==> src/rtl/id_ex_stage_if.sv <==
// ID -> ID/EX bundle: decoded operands and control coming out of ID, and the
// registered copies presented to EX and the forwarding unit.
interface id_ex_stage_if #(
  parameter int ADDR_W = 5,
  parameter int DATA_W = 32
);
  // ID side
  logic              ID_valid;
  logic [DATA_W-1:0] ID_pc;
  logic [DATA_W-1:0] ID_rs1_data;
  logic [DATA_W-1:0] ID_rs2_data;
  logic [DATA_W-1:0] ID_imm;
  logic [ADDR_W-1:0] ID_rs1;
  logic [ADDR_W-1:0] ID_rs2;
  logic [ADDR_W-1:0] ID_rd;
  logic              ID_use_rs1;
  logic              ID_use_rs2;
  logic              ID_RegWrite;
  logic              ID_MemRead;
  logic              ID_MemWrite;
  logic              ID_MemtoReg;
  logic              ID_ALUSrc;
  logic              ID_Branch;
  logic [3:0]        ID_ALUOp;

  // EX side (registered)
  logic              ID_EX_valid;
  logic [DATA_W-1:0] ID_EX_pc;
  logic [DATA_W-1:0] ID_EX_rs1_data;
  logic [DATA_W-1:0] ID_EX_rs2_data;
  logic [DATA_W-1:0] ID_EX_imm;
  logic [ADDR_W-1:0] ID_EX_rs1;
  logic [ADDR_W-1:0] ID_EX_rs2;
  logic [ADDR_W-1:0] ID_EX_rd;
  logic              ID_EX_RegWrite;
  logic              ID_EX_MemRead;
  logic              ID_EX_MemWrite;
  logic              ID_EX_MemtoReg;
  logic              ID_EX_ALUSrc;
  logic              ID_EX_Branch;
  logic [3:0]        ID_EX_ALUOp;

  // Decode stage side: produces ID fields, observes the ID/EX register
  modport master (
    output ID_valid, ID_pc, ID_rs1_data, ID_rs2_data, ID_imm,
           ID_rs1, ID_rs2, ID_rd, ID_use_rs1, ID_use_rs2,
           ID_RegWrite, ID_MemRead, ID_MemWrite, ID_MemtoReg, ID_ALUSrc,
           ID_Branch, ID_ALUOp,
    input  ID_EX_valid, ID_EX_pc, ID_EX_rs1_data, ID_EX_rs2_data, ID_EX_imm,
           ID_EX_rs1, ID_EX_rs2, ID_EX_rd,
           ID_EX_RegWrite, ID_EX_MemRead, ID_EX_MemWrite, ID_EX_MemtoReg,
           ID_EX_ALUSrc, ID_EX_Branch, ID_EX_ALUOp
  );

  // Pipeline register side
  modport slave (
    input  ID_valid, ID_pc, ID_rs1_data, ID_rs2_data, ID_imm,
           ID_rs1, ID_rs2, ID_rd, ID_use_rs1, ID_use_rs2,
           ID_RegWrite, ID_MemRead, ID_MemWrite, ID_MemtoReg, ID_ALUSrc,
           ID_Branch, ID_ALUOp,
    output ID_EX_valid, ID_EX_pc, ID_EX_rs1_data, ID_EX_rs2_data, ID_EX_imm,
           ID_EX_rs1, ID_EX_rs2, ID_EX_rd,
           ID_EX_RegWrite, ID_EX_MemRead, ID_EX_MemWrite, ID_EX_MemtoReg,
           ID_EX_ALUSrc, ID_EX_Branch, ID_EX_ALUOp
  );
endinterface

==> src/rtl/id_ex_stage.sv <==
// ID/EX pipeline register with load-use hazard detection. A load in EX whose
// destination is read by the instruction in ID forces one bubble and freezes
// PC and IF/ID for that cycle. Taken-branch flush squashes, a data-memory
// stall freezes everything, and inserted load-use bubbles are counted.
module id_ex_stage #(
  parameter int ADDR_W = 5,
  parameter int DATA_W = 32,
  parameter int CNT_W  = 16
) (
  input  logic             clk,
  input  logic             rst_n,
  id_ex_stage_if.slave     bus,
  input  logic             flush,
  input  logic             mem_stall,
  output logic             PC_write,
  output logic             IF_ID_write,
  output logic [CNT_W-1:0] bubble_count
);

  typedef struct packed {
    logic              valid;
    logic [DATA_W-1:0] pc;
    logic [DATA_W-1:0] rs1_data;
    logic [DATA_W-1:0] rs2_data;
    logic [DATA_W-1:0] imm;
    logic [ADDR_W-1:0] rs1;
    logic [ADDR_W-1:0] rs2;
    logic [ADDR_W-1:0] rd;
    logic              reg_write;
    logic              mem_read;
    logic              mem_write;
    logic              memto_reg;
    logic              alu_src;
    logic              branch;
    logic [3:0]        alu_op;
  } stage_t;

  localparam logic [CNT_W-1:0] CNT_MAX = {CNT_W{1'b1}};
  localparam logic [CNT_W-1:0] CNT_ONE = {{(CNT_W-1){1'b0}}, 1'b1};

  stage_t           stage_r;
  stage_t           stage_next_s;
  stage_t           capture_s;
  logic [CNT_W-1:0] count_r;
  logic [CNT_W-1:0] count_next_s;
  logic             lu_s;
  logic             hz_s;

  // Load-use detection from the registered EX contents and the ID instruction
  always_comb begin
    lu_s = 1'b0;
    hz_s = 1'b0;
    if (stage_r.valid && stage_r.mem_read && (stage_r.rd != {ADDR_W{1'b0}}) &&
        bus.ID_valid &&
        ((bus.ID_use_rs1 && (bus.ID_rs1 == stage_r.rd)) ||
         (bus.ID_use_rs2 && (bus.ID_rs2 == stage_r.rd)))) begin
      lu_s = 1'b1;
    end else begin
      lu_s = 1'b0;
    end
    hz_s = lu_s & ~flush & ~mem_stall;
  end

  // Front-end enables; held open while reset is asserted
  always_comb begin
    PC_write    = 1'b1;
    IF_ID_write = 1'b1;
    if (!rst_n) begin
      PC_write    = 1'b1;
      IF_ID_write = 1'b1;
    end else begin
      PC_write    = ~hz_s & ~mem_stall;
      IF_ID_write = ~hz_s & ~mem_stall;
    end
  end

  // Gather the ID fields into one record for capture
  always_comb begin
    capture_s           = '0;
    capture_s.valid     = bus.ID_valid;
    capture_s.pc        = bus.ID_pc;
    capture_s.rs1_data  = bus.ID_rs1_data;
    capture_s.rs2_data  = bus.ID_rs2_data;
    capture_s.imm       = bus.ID_imm;
    capture_s.rs1       = bus.ID_rs1;
    capture_s.rs2       = bus.ID_rs2;
    capture_s.rd        = bus.ID_rd;
    capture_s.reg_write = bus.ID_RegWrite;
    capture_s.mem_read  = bus.ID_MemRead;
    capture_s.mem_write = bus.ID_MemWrite;
    capture_s.memto_reg = bus.ID_MemtoReg;
    capture_s.alu_src   = bus.ID_ALUSrc;
    capture_s.branch    = bus.ID_Branch;
    capture_s.alu_op    = bus.ID_ALUOp;
  end

  // Next-state selection: stall holds, flush and hazard load an all-zero bubble
  always_comb begin
    stage_next_s = stage_r;
    count_next_s = count_r;
    if (mem_stall) begin
      stage_next_s = stage_r;
      count_next_s = count_r;
    end else if (flush) begin
      stage_next_s = '0;
      count_next_s = count_r;
    end else if (hz_s) begin
      stage_next_s = '0;
      count_next_s = (count_r == CNT_MAX) ? count_r : (count_r + CNT_ONE);
    end else begin
      stage_next_s = capture_s;
      count_next_s = count_r;
    end
  end

  // Pipeline register and bubble counter, synchronous active-low reset
  always_ff @(posedge clk) begin
    if (!rst_n) begin
      stage_r <= '0;
      count_r <= '0;
    end else begin
      stage_r <= stage_next_s;
      count_r <= count_next_s;
    end
  end

  assign bus.ID_EX_valid    = stage_r.valid;
  assign bus.ID_EX_pc       = stage_r.pc;
  assign bus.ID_EX_rs1_data = stage_r.rs1_data;
  assign bus.ID_EX_rs2_data = stage_r.rs2_data;
  assign bus.ID_EX_imm      = stage_r.imm;
  assign bus.ID_EX_rs1      = stage_r.rs1;
  assign bus.ID_EX_rs2      = stage_r.rs2;
  assign bus.ID_EX_rd       = stage_r.rd;
  assign bus.ID_EX_RegWrite = stage_r.reg_write;
  assign bus.ID_EX_MemRead  = stage_r.mem_read;
  assign bus.ID_EX_MemWrite = stage_r.mem_write;
  assign bus.ID_EX_MemtoReg = stage_r.memto_reg;
  assign bus.ID_EX_ALUSrc   = stage_r.alu_src;
  assign bus.ID_EX_Branch   = stage_r.branch;
  assign bus.ID_EX_ALUOp    = stage_r.alu_op;
  assign bubble_count       = count_r;

endmodule

==> src/flat_wrapper.sv <==
// flat-port wrapper written by rule: the top's interface ports become plain ports
module id_ex_stage_flat 
#(
  parameter int ADDR_W = 5,
  parameter int DATA_W = 32,
  parameter int CNT_W  = 16
)
  (clk, rst_n, flush, mem_stall, PC_write, IF_ID_write, bubble_count, bus_ID_valid, bus_ID_pc, bus_ID_rs1_data, bus_ID_rs2_data, bus_ID_imm, bus_ID_rs1, bus_ID_rs2, bus_ID_rd, bus_ID_use_rs1, bus_ID_use_rs2, bus_ID_RegWrite, bus_ID_MemRead, bus_ID_MemWrite, bus_ID_MemtoReg, bus_ID_ALUSrc, bus_ID_Branch, bus_ID_ALUOp, bus_ID_EX_valid, bus_ID_EX_pc, bus_ID_EX_rs1_data, bus_ID_EX_rs2_data, bus_ID_EX_imm, bus_ID_EX_rs1, bus_ID_EX_rs2, bus_ID_EX_rd, bus_ID_EX_RegWrite, bus_ID_EX_MemRead, bus_ID_EX_MemWrite, bus_ID_EX_MemtoReg, bus_ID_EX_ALUSrc, bus_ID_EX_Branch, bus_ID_EX_ALUOp);
  id_ex_stage_if #(.ADDR_W(ADDR_W), .DATA_W(DATA_W)) bus_i ();
  input  logic clk;
  input  logic rst_n;
  input  logic flush;
  input  logic mem_stall;
  output logic PC_write;
  output logic IF_ID_write;
  output logic [CNT_W-1:0] bubble_count;
  input wire logic [$bits(bus_i.ID_valid)-1:0] bus_ID_valid;
  input wire logic [$bits(bus_i.ID_pc)-1:0] bus_ID_pc;
  input wire logic [$bits(bus_i.ID_rs1_data)-1:0] bus_ID_rs1_data;
  input wire logic [$bits(bus_i.ID_rs2_data)-1:0] bus_ID_rs2_data;
  input wire logic [$bits(bus_i.ID_imm)-1:0] bus_ID_imm;
  input wire logic [$bits(bus_i.ID_rs1)-1:0] bus_ID_rs1;
  input wire logic [$bits(bus_i.ID_rs2)-1:0] bus_ID_rs2;
  input wire logic [$bits(bus_i.ID_rd)-1:0] bus_ID_rd;
  input wire logic [$bits(bus_i.ID_use_rs1)-1:0] bus_ID_use_rs1;
  input wire logic [$bits(bus_i.ID_use_rs2)-1:0] bus_ID_use_rs2;
  input wire logic [$bits(bus_i.ID_RegWrite)-1:0] bus_ID_RegWrite;
  input wire logic [$bits(bus_i.ID_MemRead)-1:0] bus_ID_MemRead;
  input wire logic [$bits(bus_i.ID_MemWrite)-1:0] bus_ID_MemWrite;
  input wire logic [$bits(bus_i.ID_MemtoReg)-1:0] bus_ID_MemtoReg;
  input wire logic [$bits(bus_i.ID_ALUSrc)-1:0] bus_ID_ALUSrc;
  input wire logic [$bits(bus_i.ID_Branch)-1:0] bus_ID_Branch;
  input wire logic [$bits(bus_i.ID_ALUOp)-1:0] bus_ID_ALUOp;
  output wire logic [$bits(bus_i.ID_EX_valid)-1:0] bus_ID_EX_valid;
  output wire logic [$bits(bus_i.ID_EX_pc)-1:0] bus_ID_EX_pc;
  output wire logic [$bits(bus_i.ID_EX_rs1_data)-1:0] bus_ID_EX_rs1_data;
  output wire logic [$bits(bus_i.ID_EX_rs2_data)-1:0] bus_ID_EX_rs2_data;
  output wire logic [$bits(bus_i.ID_EX_imm)-1:0] bus_ID_EX_imm;
  output wire logic [$bits(bus_i.ID_EX_rs1)-1:0] bus_ID_EX_rs1;
  output wire logic [$bits(bus_i.ID_EX_rs2)-1:0] bus_ID_EX_rs2;
  output wire logic [$bits(bus_i.ID_EX_rd)-1:0] bus_ID_EX_rd;
  output wire logic [$bits(bus_i.ID_EX_RegWrite)-1:0] bus_ID_EX_RegWrite;
  output wire logic [$bits(bus_i.ID_EX_MemRead)-1:0] bus_ID_EX_MemRead;
  output wire logic [$bits(bus_i.ID_EX_MemWrite)-1:0] bus_ID_EX_MemWrite;
  output wire logic [$bits(bus_i.ID_EX_MemtoReg)-1:0] bus_ID_EX_MemtoReg;
  output wire logic [$bits(bus_i.ID_EX_ALUSrc)-1:0] bus_ID_EX_ALUSrc;
  output wire logic [$bits(bus_i.ID_EX_Branch)-1:0] bus_ID_EX_Branch;
  output wire logic [$bits(bus_i.ID_EX_ALUOp)-1:0] bus_ID_EX_ALUOp;
  assign bus_i.ID_valid = bus_ID_valid;
  assign bus_i.ID_pc = bus_ID_pc;
  assign bus_i.ID_rs1_data = bus_ID_rs1_data;
  assign bus_i.ID_rs2_data = bus_ID_rs2_data;
  assign bus_i.ID_imm = bus_ID_imm;
  assign bus_i.ID_rs1 = bus_ID_rs1;
  assign bus_i.ID_rs2 = bus_ID_rs2;
  assign bus_i.ID_rd = bus_ID_rd;
  assign bus_i.ID_use_rs1 = bus_ID_use_rs1;
  assign bus_i.ID_use_rs2 = bus_ID_use_rs2;
  assign bus_i.ID_RegWrite = bus_ID_RegWrite;
  assign bus_i.ID_MemRead = bus_ID_MemRead;
  assign bus_i.ID_MemWrite = bus_ID_MemWrite;
  assign bus_i.ID_MemtoReg = bus_ID_MemtoReg;
  assign bus_i.ID_ALUSrc = bus_ID_ALUSrc;
  assign bus_i.ID_Branch = bus_ID_Branch;
  assign bus_i.ID_ALUOp = bus_ID_ALUOp;
  assign bus_ID_EX_valid = bus_i.ID_EX_valid;
  assign bus_ID_EX_pc = bus_i.ID_EX_pc;
  assign bus_ID_EX_rs1_data = bus_i.ID_EX_rs1_data;
  assign bus_ID_EX_rs2_data = bus_i.ID_EX_rs2_data;
  assign bus_ID_EX_imm = bus_i.ID_EX_imm;
  assign bus_ID_EX_rs1 = bus_i.ID_EX_rs1;
  assign bus_ID_EX_rs2 = bus_i.ID_EX_rs2;
  assign bus_ID_EX_rd = bus_i.ID_EX_rd;
  assign bus_ID_EX_RegWrite = bus_i.ID_EX_RegWrite;
  assign bus_ID_EX_MemRead = bus_i.ID_EX_MemRead;
  assign bus_ID_EX_MemWrite = bus_i.ID_EX_MemWrite;
  assign bus_ID_EX_MemtoReg = bus_i.ID_EX_MemtoReg;
  assign bus_ID_EX_ALUSrc = bus_i.ID_EX_ALUSrc;
  assign bus_ID_EX_Branch = bus_i.ID_EX_Branch;
  assign bus_ID_EX_ALUOp = bus_i.ID_EX_ALUOp;
  id_ex_stage #(.ADDR_W(ADDR_W), .DATA_W(DATA_W), .CNT_W(CNT_W)) u_core (.clk(clk), .rst_n(rst_n), .bus(bus_i), .flush(flush), .mem_stall(mem_stall), .PC_write(PC_write), .IF_ID_write(IF_ID_write), .bubble_count(bubble_count));
endmodule
==> config.mk <==
export PLATFORM = sky130hd
export DESIGN_NAME = id_ex_stage_flat
export DESIGN_NICKNAME = d
export VERILOG_FILES = /design/src/rtl/id_ex_stage_if.sv /design/src/rtl/id_ex_stage.sv /design/src/flat_wrapper.sv
export SDC_FILE = /design/constraint.sdc
export NUM_CORES = 1
export LEC_CHECK = 0
export CAP_MARGIN = 40
export CORE_MARGIN = 8
export CORE_UTILIZATION = 24
export DETAILED_ROUTE_END_ITERATION = 16
export PLACE_DENSITY_LB_ADDON = 0.12
export SLEW_MARGIN = 20
export SYNTH_ARGS = -nofsm -noshare
export SYNTH_HDL_FRONTEND = slang
export SYNTH_SLANG_ARGS = --single-unit
==> constraint.sdc <==
create_clock -name clk -period 3.3 [get_ports clk]
set_clock_uncertainty 0.1 [all_clocks]
set_input_delay 0.495 -clock clk [delete_from_list [all_inputs] [get_ports clk]]
set_output_delay 0.495 -clock clk [all_outputs]
set_load 0.1 [all_outputs]
# Yosys cells after proc, flatten, opt, wreduce, memory -nomap -nowiden
# Index checks and enable logic that the tools add are counted.
# word_totals
reg_bits	170
latch_bits	0
ram_bits	0
mem_bits_ro	0
inputBits	160
output_inout_bits	172
elab_cells	40
mem_count	0
# op_classes
add_sub_neg	1
n_mul	0
div_mod_pow	0
magnitude_cmp	0
n_eq_ne	3
shifts	0
n_mux	4
bitwise_logic	7
reduce_logical	9
# ops
operator	n
$mux 154	2
$add 16x1->16 const B	1
$eq 16x16->1 const B	1
$eq 5x5->1	2
$logic_and 1x1->1	6
$reduce_bool 5->1	1
$not 1->1	4
$reduce_and 4->1	1
$and 1x1->1	3
$mux 1	2
$logic_or 1x1->1	1

# Depth between registers and ports, before layout
# Gate-level depths: netlist (run 1).
# logic_depth
depth_word	10
ltp_mapped	8
depth_no_buf	6

# Worst setup path before layout (run 1)
# OpenSTA, ideal clock, no wires.
# synth_path
path_kind	register to output
startpoint	reg u_core.stage_r, in the netlist u_core.bus.ID_EX_rd[2]
endpoint	out PC_write
arrival_time_ns	4.931
required_time_ns	2.705
setup_slack_ns	-2.226
stages_incl_launch_ff	9
n_path_buf	3
cell_sequence	dfxtp_1 xor2_1 nor4_2 a32oi_2 clkbuf_1 buf_2 nor2_1 o21ai_0 buf_4
# synth_via
elab_chain_len	10
word_cells_on_any_way	15
cone_classes	eq/ne (2); mux (2); bitwise (4); reduce/logical (7)
# synth_rtl
item	line	text
from (decl)	id_ex_stage.sv:41	stage_t stage_r;
from (signal assigned)	id_ex_stage.sv:122	stage_r <= stage_next_s;
$eq 5x5->1, or another cell as far along	id_ex_stage.sv:55	((bus.ID_use_rs1 && (bus.ID_rs1 == stage_r.rd)) ||
$logic_and 1x1->1, on equally long branches	id_ex_stage.sv:55, id_ex_stage.sv:53, id_ex_stage.sv:56	
$logic_or 1x1->1 / $logic_and 1x1->1 (equally long branches)	id_ex_stage.sv:55, id_ex_stage.sv:53	
$logic_and 1x1->1 *	id_ex_stage.sv:54	bus.ID_valid &&
$mux 1 *	id_ex_stage.sv:53	if (stage_r.valid && stage_r.mem_read && (stage_r.rd != {ADDR_W{1'b0}}) &&
$and 1x1->1 * (2 in a row)	id_ex_stage.sv:61	hz_s = lu_s & ~flush & ~mem_stall;
$not 1->1 *	-	
$and 1x1->1 *	-	
$mux 1 *	-	
to (decl)	flat_wrapper.sv:14	output logic PC_write;
# Every way passes the cells marked *; elsewhere a longest branch is shown, timed or not.

# Worst setup path after layout (run 1)
# layout_path
startpoint	in bus_ID_rs1[4]
endpoint	out PC_write
# layout_via
elab_chain_len	10
# layout_rtl
item	line	text
from (decl)	flat_wrapper.sv:22	input wire logic [$bits(bus_i.ID_rs1)-1:0] bus_ID_rs1;
$eq 5x5->1	id_ex_stage.sv:55	
$logic_and 1x1->1	id_ex_stage.sv:55	
$logic_or 1x1->1	id_ex_stage.sv:55	
$logic_and 1x1->1	id_ex_stage.sv:54	
$mux 1	id_ex_stage.sv:53	
$and 1x1->1 (2 in a row)	id_ex_stage.sv:61	
$not 1->1	id_ex_stage.sv:72	PC_write = ~hz_s & ~mem_stall;
$and 1x1->1	id_ex_stage.sv:72	
$mux 1	id_ex_stage.sv:68	if (!rst_n) begin
# No other way between the ends.

==> metrics, run 1 <==
Core Util, Final 40.9%; Layout area overhead 67.8%; most common library cells after synthesis dfxtp_1 (170), a22o_1 (153), clkbuf_1 (19), nand2_1 (14), buf_2 (11); P_sw approximately 1.7 mW; max_slew headroom approximately 48%; EDFF count, synth 0; RSZ-0062 raised after global routing false; # IOs 332; number of port buffers 331; max cap viols 0; CTS tree done; measured slew at the worst slew-check pin around 0.77 ns; leading area contributor after synthesis dfxtp_1; total power 5.17 mW; ys async rst share 0%; DIE AREA 0.0289 sq mm; CTS Sinks 170; Starting Density 24.3%; final setup violation count 0; top cell type's share of synthesized area 59.7%; Post-Syn Area per Cell 12.0 sq um; Fin Setup TNS 0 ns; Seq/Total Area, Yosys 59.7%; initial antenna violation count 0; DR DRC count 0; leakage power ~4 nW; largest net degree at the start of global routing 65; Cell Rows 56; count of cell types in the netlist 33; clk root buf clkbuf_16; detailed-router iteration count before antenna repair 4; combinational power share 20.3%; RD Place Congestion slightly above 0.8; Synth Flop Type dfxtp_1; post_cts resized 0; Worst Path Arrival 2.29 ns; Synth warnings 0; Pwr Density 541 mW/mm^2; count of state elements after synthesis 170; Final ANT Viol Nets 0; internal power 3.52 mW; layout cell share with drive strength beyond 1 27.4%; Syn Std Cell Area ~0.0057 sq mm; # diodes 0; HP Class reg2reg; H-tree levels 4; Sequential Power Share 42.0%; Via density 4.61; maximum VDD drop 0.313 mV; Fillers 2,275; Worst EP required 2.70 ns; status finished, final reports clean; Post CTS Setup Buffer Count 0; net switching fraction of the power 32.0%; CP endpoint kind primary output; global-route wire length before repair approximately 32,000 microns; number of buffers created by CTS 17; post-synth net total 636; deepest clock path buffer count 2; Mapped Cells 475; total global routing overflow 0; largest fanout on the critical path 3; Clock power frac 37.7%; hold buffer count at cts 0; Detailed Route WL 21,600 microns; clock latency on the worst-skew pair 0.42 ns; fmax 346 MHz; largest cells by area after synthesis dfxtp_1 (60%), a22o_1 (24%), buf_6 (1.6%); DRT iter0 DRCs 345; CP startpoint kind input port; fin crit period 2.89 ns; count leader, synth dfxtp_1; total track usage 14.3%; Period Utilization, post-route 87.5%; die width about 170 microns; clock-pin slew on the worst setup and hold paths around 0.07 ns; routed length per instance about 19 microns; vias 5,205; final number of hold-violating endpoints 0; vias in the first global route 5,607; Final nets roughly 960; core footprint 0.0234 sq mm; die height approximately 170 microns; Critical Setup Path Class in2out; Final HPWL DP approximately 16,000 microns; Slew Limit Fails 0
## per-stage QoR
step | worst slack, ns | hold slack (ns) | cell area (sq um) | cells
2_1_floorplan | 0.0720 | 0.527 | 5730 | 475
3_3_place_gp | 0.349 | 0.355 | 8960 | 1095
3_5_place_dp | 0.353 | 0.353 | 8990 | 1097
4_1_cts | 0.354 | 0.379 | 9560 | 1128
5_1_grt | 0.266 | 0.394 | 9560 | 1128
6_report | 0.414 | 0.373 | 9560 | 1128
## path summary, 6_finish.rpt
path,start,to,slack (ns),cells after the start
max,bus_ID_rs1[4],PC_write,0.41,7
min,u_core.bus.ID_EX_rs2_data[19],u_core.bus.ID_EX_rs2_data[19],0.37,1
max reg2reg,u_core.bus.ID_EX_rd[1],u_core.bus.ID_EX_imm[29],0.95,5
min reg2reg,u_core.bus.ID_EX_rs2_data[19],u_core.bus.ID_EX_rs2_data[19],0.37,1
## area by class of cell
type | instances | area (sq um) | area share [%]
Sequential cell | 170 | 3420 | 35.8
Clock buffer | 20 | 468 | 4.89
Tap cell | 319 | 399 | 4.17
Clock inverter | 11 | 103 | 1.07
Timing Repair Buffer | 342 | 3070 | 32.1
Multi-Input combinational cell | 263 | 2090 | 21.8
Inverter | 3 | 11.3 | 0.118
## flip-flops by register name (all words and copies together), names as in the netlist, 4 cells and up
signal,cells
u_core.bus.ID_EX_rd,5
u_core.bubble_count,16
u_core.bus.ID_EX_rs2,5
u_core.bus.ID_EX_rs1,5
u_core.bus.ID_EX_rs1_data,32
u_core.bus.ID_EX_pc,32
u_core.bus.ID_EX_ALUOp,4
u_core.bus.ID_EX_imm,32
u_core.bus.ID_EX_rs2_data,32
## critical path: stages
cell	delay, ns
clkdlybuf4s50_1	0.49
xor2_1	0.19
nor4_2	0.30
a32oi_2	0.18
nor2_1	0.31
o21ai_4	0.13
buf_12	0.18
## cell usage in the layout (no fill, tap or decap), types with 3 or more instances in the layout
cell type / count
nand2b_1: 5
o21a_1: 3
o21ai_0: 4
nor4_1: 6
mux2i_1: 6
nor2_1: 5
o31ai_1: 8
a22o_1: 153
buf_4: 172
buf_12: 7
nand4_1: 7
inv_8: 3
a21oi_1: 9
nand3_1: 8
clkinv_4: 3
dfxtp_4: 5
inv_6: 4
clkdlybuf4s50_1: 161
nand2_1: 14
dfxtp_1: 165
clkbuf_16: 18
or4_1: 10
xor2_1: 8
## power groups by stage
stage | clock [mW] | combinational (mW) | sequential [mW]
floorplan | 0 | 0.150 | 2.74
global placement | 0 | 1.05 | 2.21
detailed placement | 0 | 1.06 | 2.22
CTS | 2.03 | 1.06 | 2.17
global route | 2.10 | 1.09 | 2.18
finish | 1.95 | 1.05 | 2.17
## cells by family (layout without fill, tap and decap cells)
logic type / count (synthesis) / count (layout) / synth area share, %
buffers and inverters: 42 / 376 / 4.13
adders and majority gates: 1 / 1 / 0.220
and+or+nand+nor: 66 / 66 / 6.65
DFF: 170 / 170 / 59.7
muxes: 6 / 6 / 1.05
xor gates and xnor gates: 10 / 10 / 1.54
AOI/OAI and AO/OA: 180 / 180 / 26.7
## metal layers
metal  track usage [%]  routed length (microns)  vias up
met5                 0                        0        -
met4              5.19                      431        0
met3              6.51                     2390       23
met2              22.4                     9660      268
met1              16.9                     9150     2430
li1                  -                        -     2484
(Power assumes the default switching activity.)
==> inputs of run 2 (changes only) <==
==> constraint.sdc (replaced) <==
create_clock -name clk -period 2.7 [get_ports clk]
set_clock_uncertainty 0.1 [all_clocks]
set_input_delay 0.405 -clock clk [delete_from_list [all_inputs] [get_ports clk]]
set_output_delay 0.405 -clock clk [all_outputs]
set_load 0.1 [all_outputs]
==> run 2 against run 1 <==
  * Combinational power is 23% higher
  * Non-clock buffer count is 3 higher
  * Clock power is 26% higher
  * Critical path depth stayed put
  * Largest cell class unchanged
  * Largest power group unchanged
==> metrics, run 2 (synthesis gave the netlist of run 1 again) <==
CTS Sinks 170 (unchanged); vias 5,223 (was 5,205); crit-path cells clkdlybuf4s50_1 > xor2_2 > nor4_2 > a32oi_2 > nor2_4 > o21ai_4 > buf_12 (was clkdlybuf4s50_1 > xor2_1 > nor4_2 > a32oi_2 > nor2_1 > o21ai_4 > buf_12); clk root buf clkbuf_16 (unchanged); RR Startpoint u_core.bus.ID_EX_rd[0] (was u_core.bus.ID_EX_rd[1]); Worst Hold Slack 0.373 ns (about the same); Slew Limit Fails 0 (unchanged); fin crit period 2.64 ns; Placed Area 0.00902 sq mm (was 0.00899 sq mm); RSZ-0062 raised after global routing false (unchanged); final instance area 0.00962 sq mm (was 0.00956 sq mm); Finished Layout Cells 1,132 (was 1,128); RD Place Congestion 0.812 (was 0.822); total global routing overflow 0 (unchanged); fmax 379 MHz; global-route wire length before repair 33,100 microns (was 32,200 microns); largest fanout on the critical path 3 (unchanged); number of buffers created by CTS 17 (unchanged); DRT iter0 DRCs 298 (was 345); DIE AREA 0.0289 sq mm (unchanged); measured slew at the worst slew-check pin 0.820 ns (was 0.772 ns); Final ANT Viol Nets 0 (unchanged); hold path start u_core.bus.ID_EX_rs2_data[26] (was u_core.bus.ID_EX_rs2_data[19]); # IOs 332 (unchanged); initial antenna violation count 0 (unchanged); die height 170 microns (unchanged); detailed-router iteration count before antenna repair 4 (unchanged); Critical path origin bus_ID_rs1[4] (unchanged); Worst EP required 2.19 ns (was 2.70 ns); layout cell share with drive strength beyond 1 28.3% (was 27.4%); Via density 4.61 (about the same); Cell Rows 56 (unchanged); CP max stage cell clkdlybuf4s50_1 (unchanged); deepest clock path buffer count 2 (unchanged); leakage power 3.99 nW (was 3.97 nW); most common cell after layout, fill and taps aside buf_4 (unchanged); max_slew headroom 44.9% (was 48.1%); vias in the first global route 5,613 (was 5,607); Critical Setup Path Class in2out (unchanged); total track usage 14.8% (was 14.3%); Worst Path Arrival 2.14 ns (was 2.29 ns); clock latency on the worst-skew pair 0.42 ns (about the same); Period Utilization, post-route a little under 100%; final setup violation count 0 (unchanged); number of port buffers 331 (unchanged); largest net degree at the start of global routing 51 (was 65); Layout area overhead 68.8% (was 67.8%); Final nets 961 (was 958); Starting Density 24.3% (unchanged); Worst path max stage delay 0.57 ns (was 0.49 ns); Final HPWL DP 17,100 microns (was 16,300 microns); H-tree levels 4 (unchanged); max cap viols 0 (unchanged); # diodes 0 (unchanged); maximum VDD drop 0.314 mV (was 0.313 mV); Pwr Density 665 mW/mm^2 (was 541 mW/mm^2); DR DRC count 0 (unchanged); die width 170 microns (unchanged); Post CTS Setup Buffer Count 0 (unchanged); clock-pin slew on the worst setup and hold paths 0.07 ns (about the same); HP Class reg2reg (unchanged); Core Util, Final 41.1% (was 40.9%); routed length per instance 19.8 microns (was 19.2 microns); Detailed Route WL 22,400 microns (was 21,600 microns); CP endpoint kind primary output (unchanged); most frequent cells in the layout buf_4 (177), dfxtp_1 (165), clkdlybuf4s50_1 (159) (was buf_4 (172), dfxtp_1 (165), clkdlybuf4s50_1 (161)); final number of hold-violating endpoints 0 (unchanged); CP startpoint kind input port (unchanged); placed cell count 1,100 (was 1,097); status finished, final reports clean (unchanged); CTS tree done (unchanged); core footprint 0.0234 sq mm (unchanged)
## run 2: changes by cell type in the layout (fill, tap and decap cells not counted), moves of 2 or more
cell / before / now
buf_4: 172 / 177
clkdlybuf4s50_1: 161 / 159
buf_8: 2 / 0
buf_12: 7 / 9
## run 2: critical path: cells and delay by family
| family | cells | cell delay, ns |
|---|---|---|
| buf+inv | 2 | 0.77 |
| compound gates | 2 | 0.55 |
| xor+xnor | 1 | 0.22 |
| simple gates | 2 | 0.18 |
## run 2: cell type report
class / instances / area (sq um)
clock inverters: 12 / 131
fillers: 2286 / 13800
clock buffers: 20 / 447
flip-flops and latches: 170 / 3420
multi-input cells: 263 / 2110
inverters: 3 / 11.3
repair buffers: 345 / 3100
well taps: 319 / 399
## run 2: path summary, 6_finish.rpt
kind / to / slack, ns / cells after the start
worst max register to register: u_core.bubble_count[11] / 0.46 / 6
worst max-delay path: PC_write / 0.06 / 7
worst min register to register: u_core.bus.ID_EX_rs2_data[26] / 0.37 / 1
worst min-delay path: u_core.bus.ID_EX_rs2_data[26] / 0.37 / 1
## run 2: stage by stage
stage	setup WS [ns]	power, mW	setup TNS, ns
3_3_place_gp	-0.130	4.00	-10.01
2_1_floorplan	-0.181	3.54	-0.181
3_5_place_dp	-0.0959	4.01	-9.80
6_report	0.0584	6.40	0
4_1_cts	0.0329	6.50	0
5_1_grt	0.000873	6.64	0
## run 2: power by group
part	internal [mW]	switching (mW)	total, mW
sequential	2.59	0.0587	2.65
clock	1.33	1.12	2.45
combinational	0.420	0.873	1.29
## run 2: repair_timing
action	4_1_cts	5_1_grt
hold buffers	0	0
resized for setup	4	0
endpoints found under the setup margin	2	0
## run 2: routing by layer
metal,global-route usage [%],wire [microns],vias to the layer above
met4,4.23,324,0
met1,16.1,9010,2469
met3,8.62,2820,21
li1,-,-,2476
met2,24.1,10300,257
met5,0,0,-
==> inputs of run 3 (changes only) <==
--- a/config.mk
+++ b/config.mk
@@ -6,9 +6,9 @@
 export NUM_CORES = 1
 export LEC_CHECK = 0
 export CAP_MARGIN = 40
-export CORE_MARGIN = 8
-export CORE_UTILIZATION = 24
+export CORE_AREA = 2 2 130 132
 export DETAILED_ROUTE_END_ITERATION = 16
+export DIE_AREA = 0 0 132 134
 export PLACE_DENSITY_LB_ADDON = 0.12
 export SLEW_MARGIN = 20
 export SYNTH_ARGS = -nofsm -noshare
==> run 3 against run 2 <==
  * Clock power fell by 5%
  * Hold slack better by 0.0017 ns
  * Final area is 2.0% lower
  * Maximum frequency is 2.3% higher
  * Global-route usage rose by 6.3 points
  * Largest power group unchanged
  * Highest routed layer unchanged
==> metrics, run 3 (synthesis gave the netlist of run 1 again) <==
status finished, final reports clean (unchanged); Buf/Inv on CP 2 (unchanged); DR DRC count 0 (unchanged); largest fanout on the critical path 3 (unchanged); Fin Setup TNS 0 ns (unchanged); CP max stage cell clkdlybuf4s50_1 (unchanged); RD Place Congestion 0.872 (was 0.812); CP endpoint kind primary output (unchanged); total track usage 21.0% (was 14.8%); Period Utilization, post-route 95.6% (was 97.8%); most frequent cells in the layout buf_4 (177), dfxtp_1 (165), clkdlybuf4s50_1 (159) (unchanged); most common cell after layout, fill and taps aside buf_4 (unchanged); DIE AREA 0.0177 sq mm (was 0.0289 sq mm); hold buffer count at cts 0 (unchanged); Pwr Density 663 mW/mm^2 (was 665 mW/mm^2); RR Startpoint u_core.bus.ID_EX_rd[2] (was u_core.bus.ID_EX_rd[0]); total global routing overflow 0 (unchanged); final number of hold-violating endpoints 0 (unchanged); fmax 387 MHz (was 379 MHz); detailed-router iteration count before antenna repair 4 (unchanged); deepest clock path buffer count 2 (unchanged); initial antenna violation count 1 (was 0); maximum VDD drop 0.406 mV (was 0.314 mV); Slew Limit Fails 0 (unchanged); Detailed Route WL 19,100 microns (was 22,400 microns); CP startpoint kind input port (unchanged); Final nets 959 (was 961); fin crit period 2.58 ns (was 2.64 ns); final instance area 0.00943 sq mm (was 0.00962 sq mm); Crit path max-delay family buffers and inverters (unchanged); Placed Area 0.00885 sq mm (was 0.00902 sq mm); Via density 5.05 (was 4.61); Worst path max stage delay 0.48 ns (was 0.57 ns); Starting Density 35.0% (was 24.3%); layout cell share with drive strength beyond 1 28.2% (was 28.3%); Worst Path Arrival 2.08 ns (was 2.14 ns); # IOs 332 (unchanged); HP Class reg2reg (unchanged); largest net degree at the start of global routing 96 (was 51); die height 134 microns (was 170 microns); Critical Setup Path Class in2out (unchanged); measured slew at the worst slew-check pin 0.773 ns (was 0.820 ns); vias 5,208 (was 5,223); hold path start u_core.bus.ID_EX_pc[15] (was u_core.bus.ID_EX_rs2_data[26]); clock latency on the worst-skew pair 0.42 ns (about the same); Core Util, Final 57.9% (was 41.1%); max_slew headroom 48.0% (was 44.9%); Critical path origin bus_ID_rs1[4] (unchanged); max cap viols 0 (unchanged); core footprint 0.0163 sq mm (was 0.0234 sq mm); clk root buf clkbuf_16 (unchanged); DRT iter0 DRCs 255 (was 298); vias in the first global route 5,362 (was 5,613); RSZ-0062 raised after global routing false (unchanged); Final ANT Viol Nets 0 (unchanged); Final HPWL DP 14,000 microns (was 17,100 microns); H-tree levels 4 (unchanged); CTS tree done (unchanged); number of buffers created by CTS 17 (unchanged); Worst EP required 2.19 ns (about the same); crit-path cells clkdlybuf4s50_1 > xor2_1 > nor4_2 > a32oi_2 > nor2_2 > o21ai_4 > buf_12 (was clkdlybuf4s50_1 > xor2_2 > nor4_2 > a32oi_2 > nor2_4 > o21ai_4 > buf_12); Layout area overhead 65.4% (was 68.8%); number of port buffers 331 (unchanged); routed length per instance 18.5 microns (was 19.8 microns); clock-pin slew on the worst setup and hold paths 0.07 ns (about the same); Cell Rows 47 (was 56); die width 132 microns (was 170 microns); final setup violation count 0 (unchanged); leakage power 3.96 nW (was 3.99 nW); global-route wire length before repair 29,200 microns (was 33,100 microns); CTS Sinks 170 (unchanged)
run 3: cell count changes in the layout (fill, tap and decap cells not counted), sizes merged:
cell / change
buf: -2
clkinvlp: +2
bufinv: -1
clkbuf: -1
clkinv: +1
diode: +1
inv: -1
run 3: stage by stage:
| stage | power [mW] | setup slack [ns] | std cells | hold WS [ns] |
|---|---|---|---|---|
| final | 6.25 | 0.119 | 1032 | 0.375 |
| after global routing | 6.46 | 0.0125 | 1032 | 0.385 |
| after CTS | 6.30 | 0.0325 | 1030 | 0.379 |
| after detailed placement | 3.99 | 0.0109 | 998 | 0.355 |
| after global placement | 3.98 | 0.000318 | 998 | 0.357 |
| after floorplan | 3.54 | -0.181 | 475 | 0.437 |
run 3: final timing paths:
kind / depth (start not counted) / slack, ns / end
max: 7 / 0.12 / PC_write
min: 1 / 0.37 / u_core.bus.ID_EX_pc[15]
max reg2reg: 7 / 0.47 / u_core.bus.ID_EX_rs1_data[27]
min reg2reg: 1 / 0.37 / u_core.bus.ID_EX_pc[15]
run 3: cell type report:
cell class	instances	area (sq um)
fill	1393	6860
sequential	170	3420
timing repair buffer	343	3060
multi-input combinational	263	2090
clock buffer	19	453
tap	220	275
clock inverter	13	109
inverter	3	11.3
antenna	1	2.50
run 3: metal layers:
metal	routed length, microns	global-route usage [%]	up-vias
li1	-	-	2474
met2	9450	36.2	236
met5	0	0	-
met4	354	7.55	0
met3	1610	8.16	21
met1	7650	23.8	2477
run 3: worst reg2reg max path, cell delays in order (launching register included):
cell	delay [ns]
dfxtp_4	0.37
xor2_1	0.18
nor4_1	0.35
a32oi_2	0.13
buf_4	0.17
o2111a_4	0.34
buf_12	0.20
a22o_1	0.28
run 3: timing repair:
action                                  in CTS  in global routing
endpoints found under the setup margin       2                  2
buffers inserted                             0                  1
pin swaps                                    0                  1
resized for setup                            1                  1
run 3: power by group:
part	leakage, nW	total (mW)	internal (mW)	switching, mW
logic	2.31	1.28	0.414	0.865
clock network	0.265	2.32	1.25	1.07
registers	1.39	2.65	2.60	0.0569
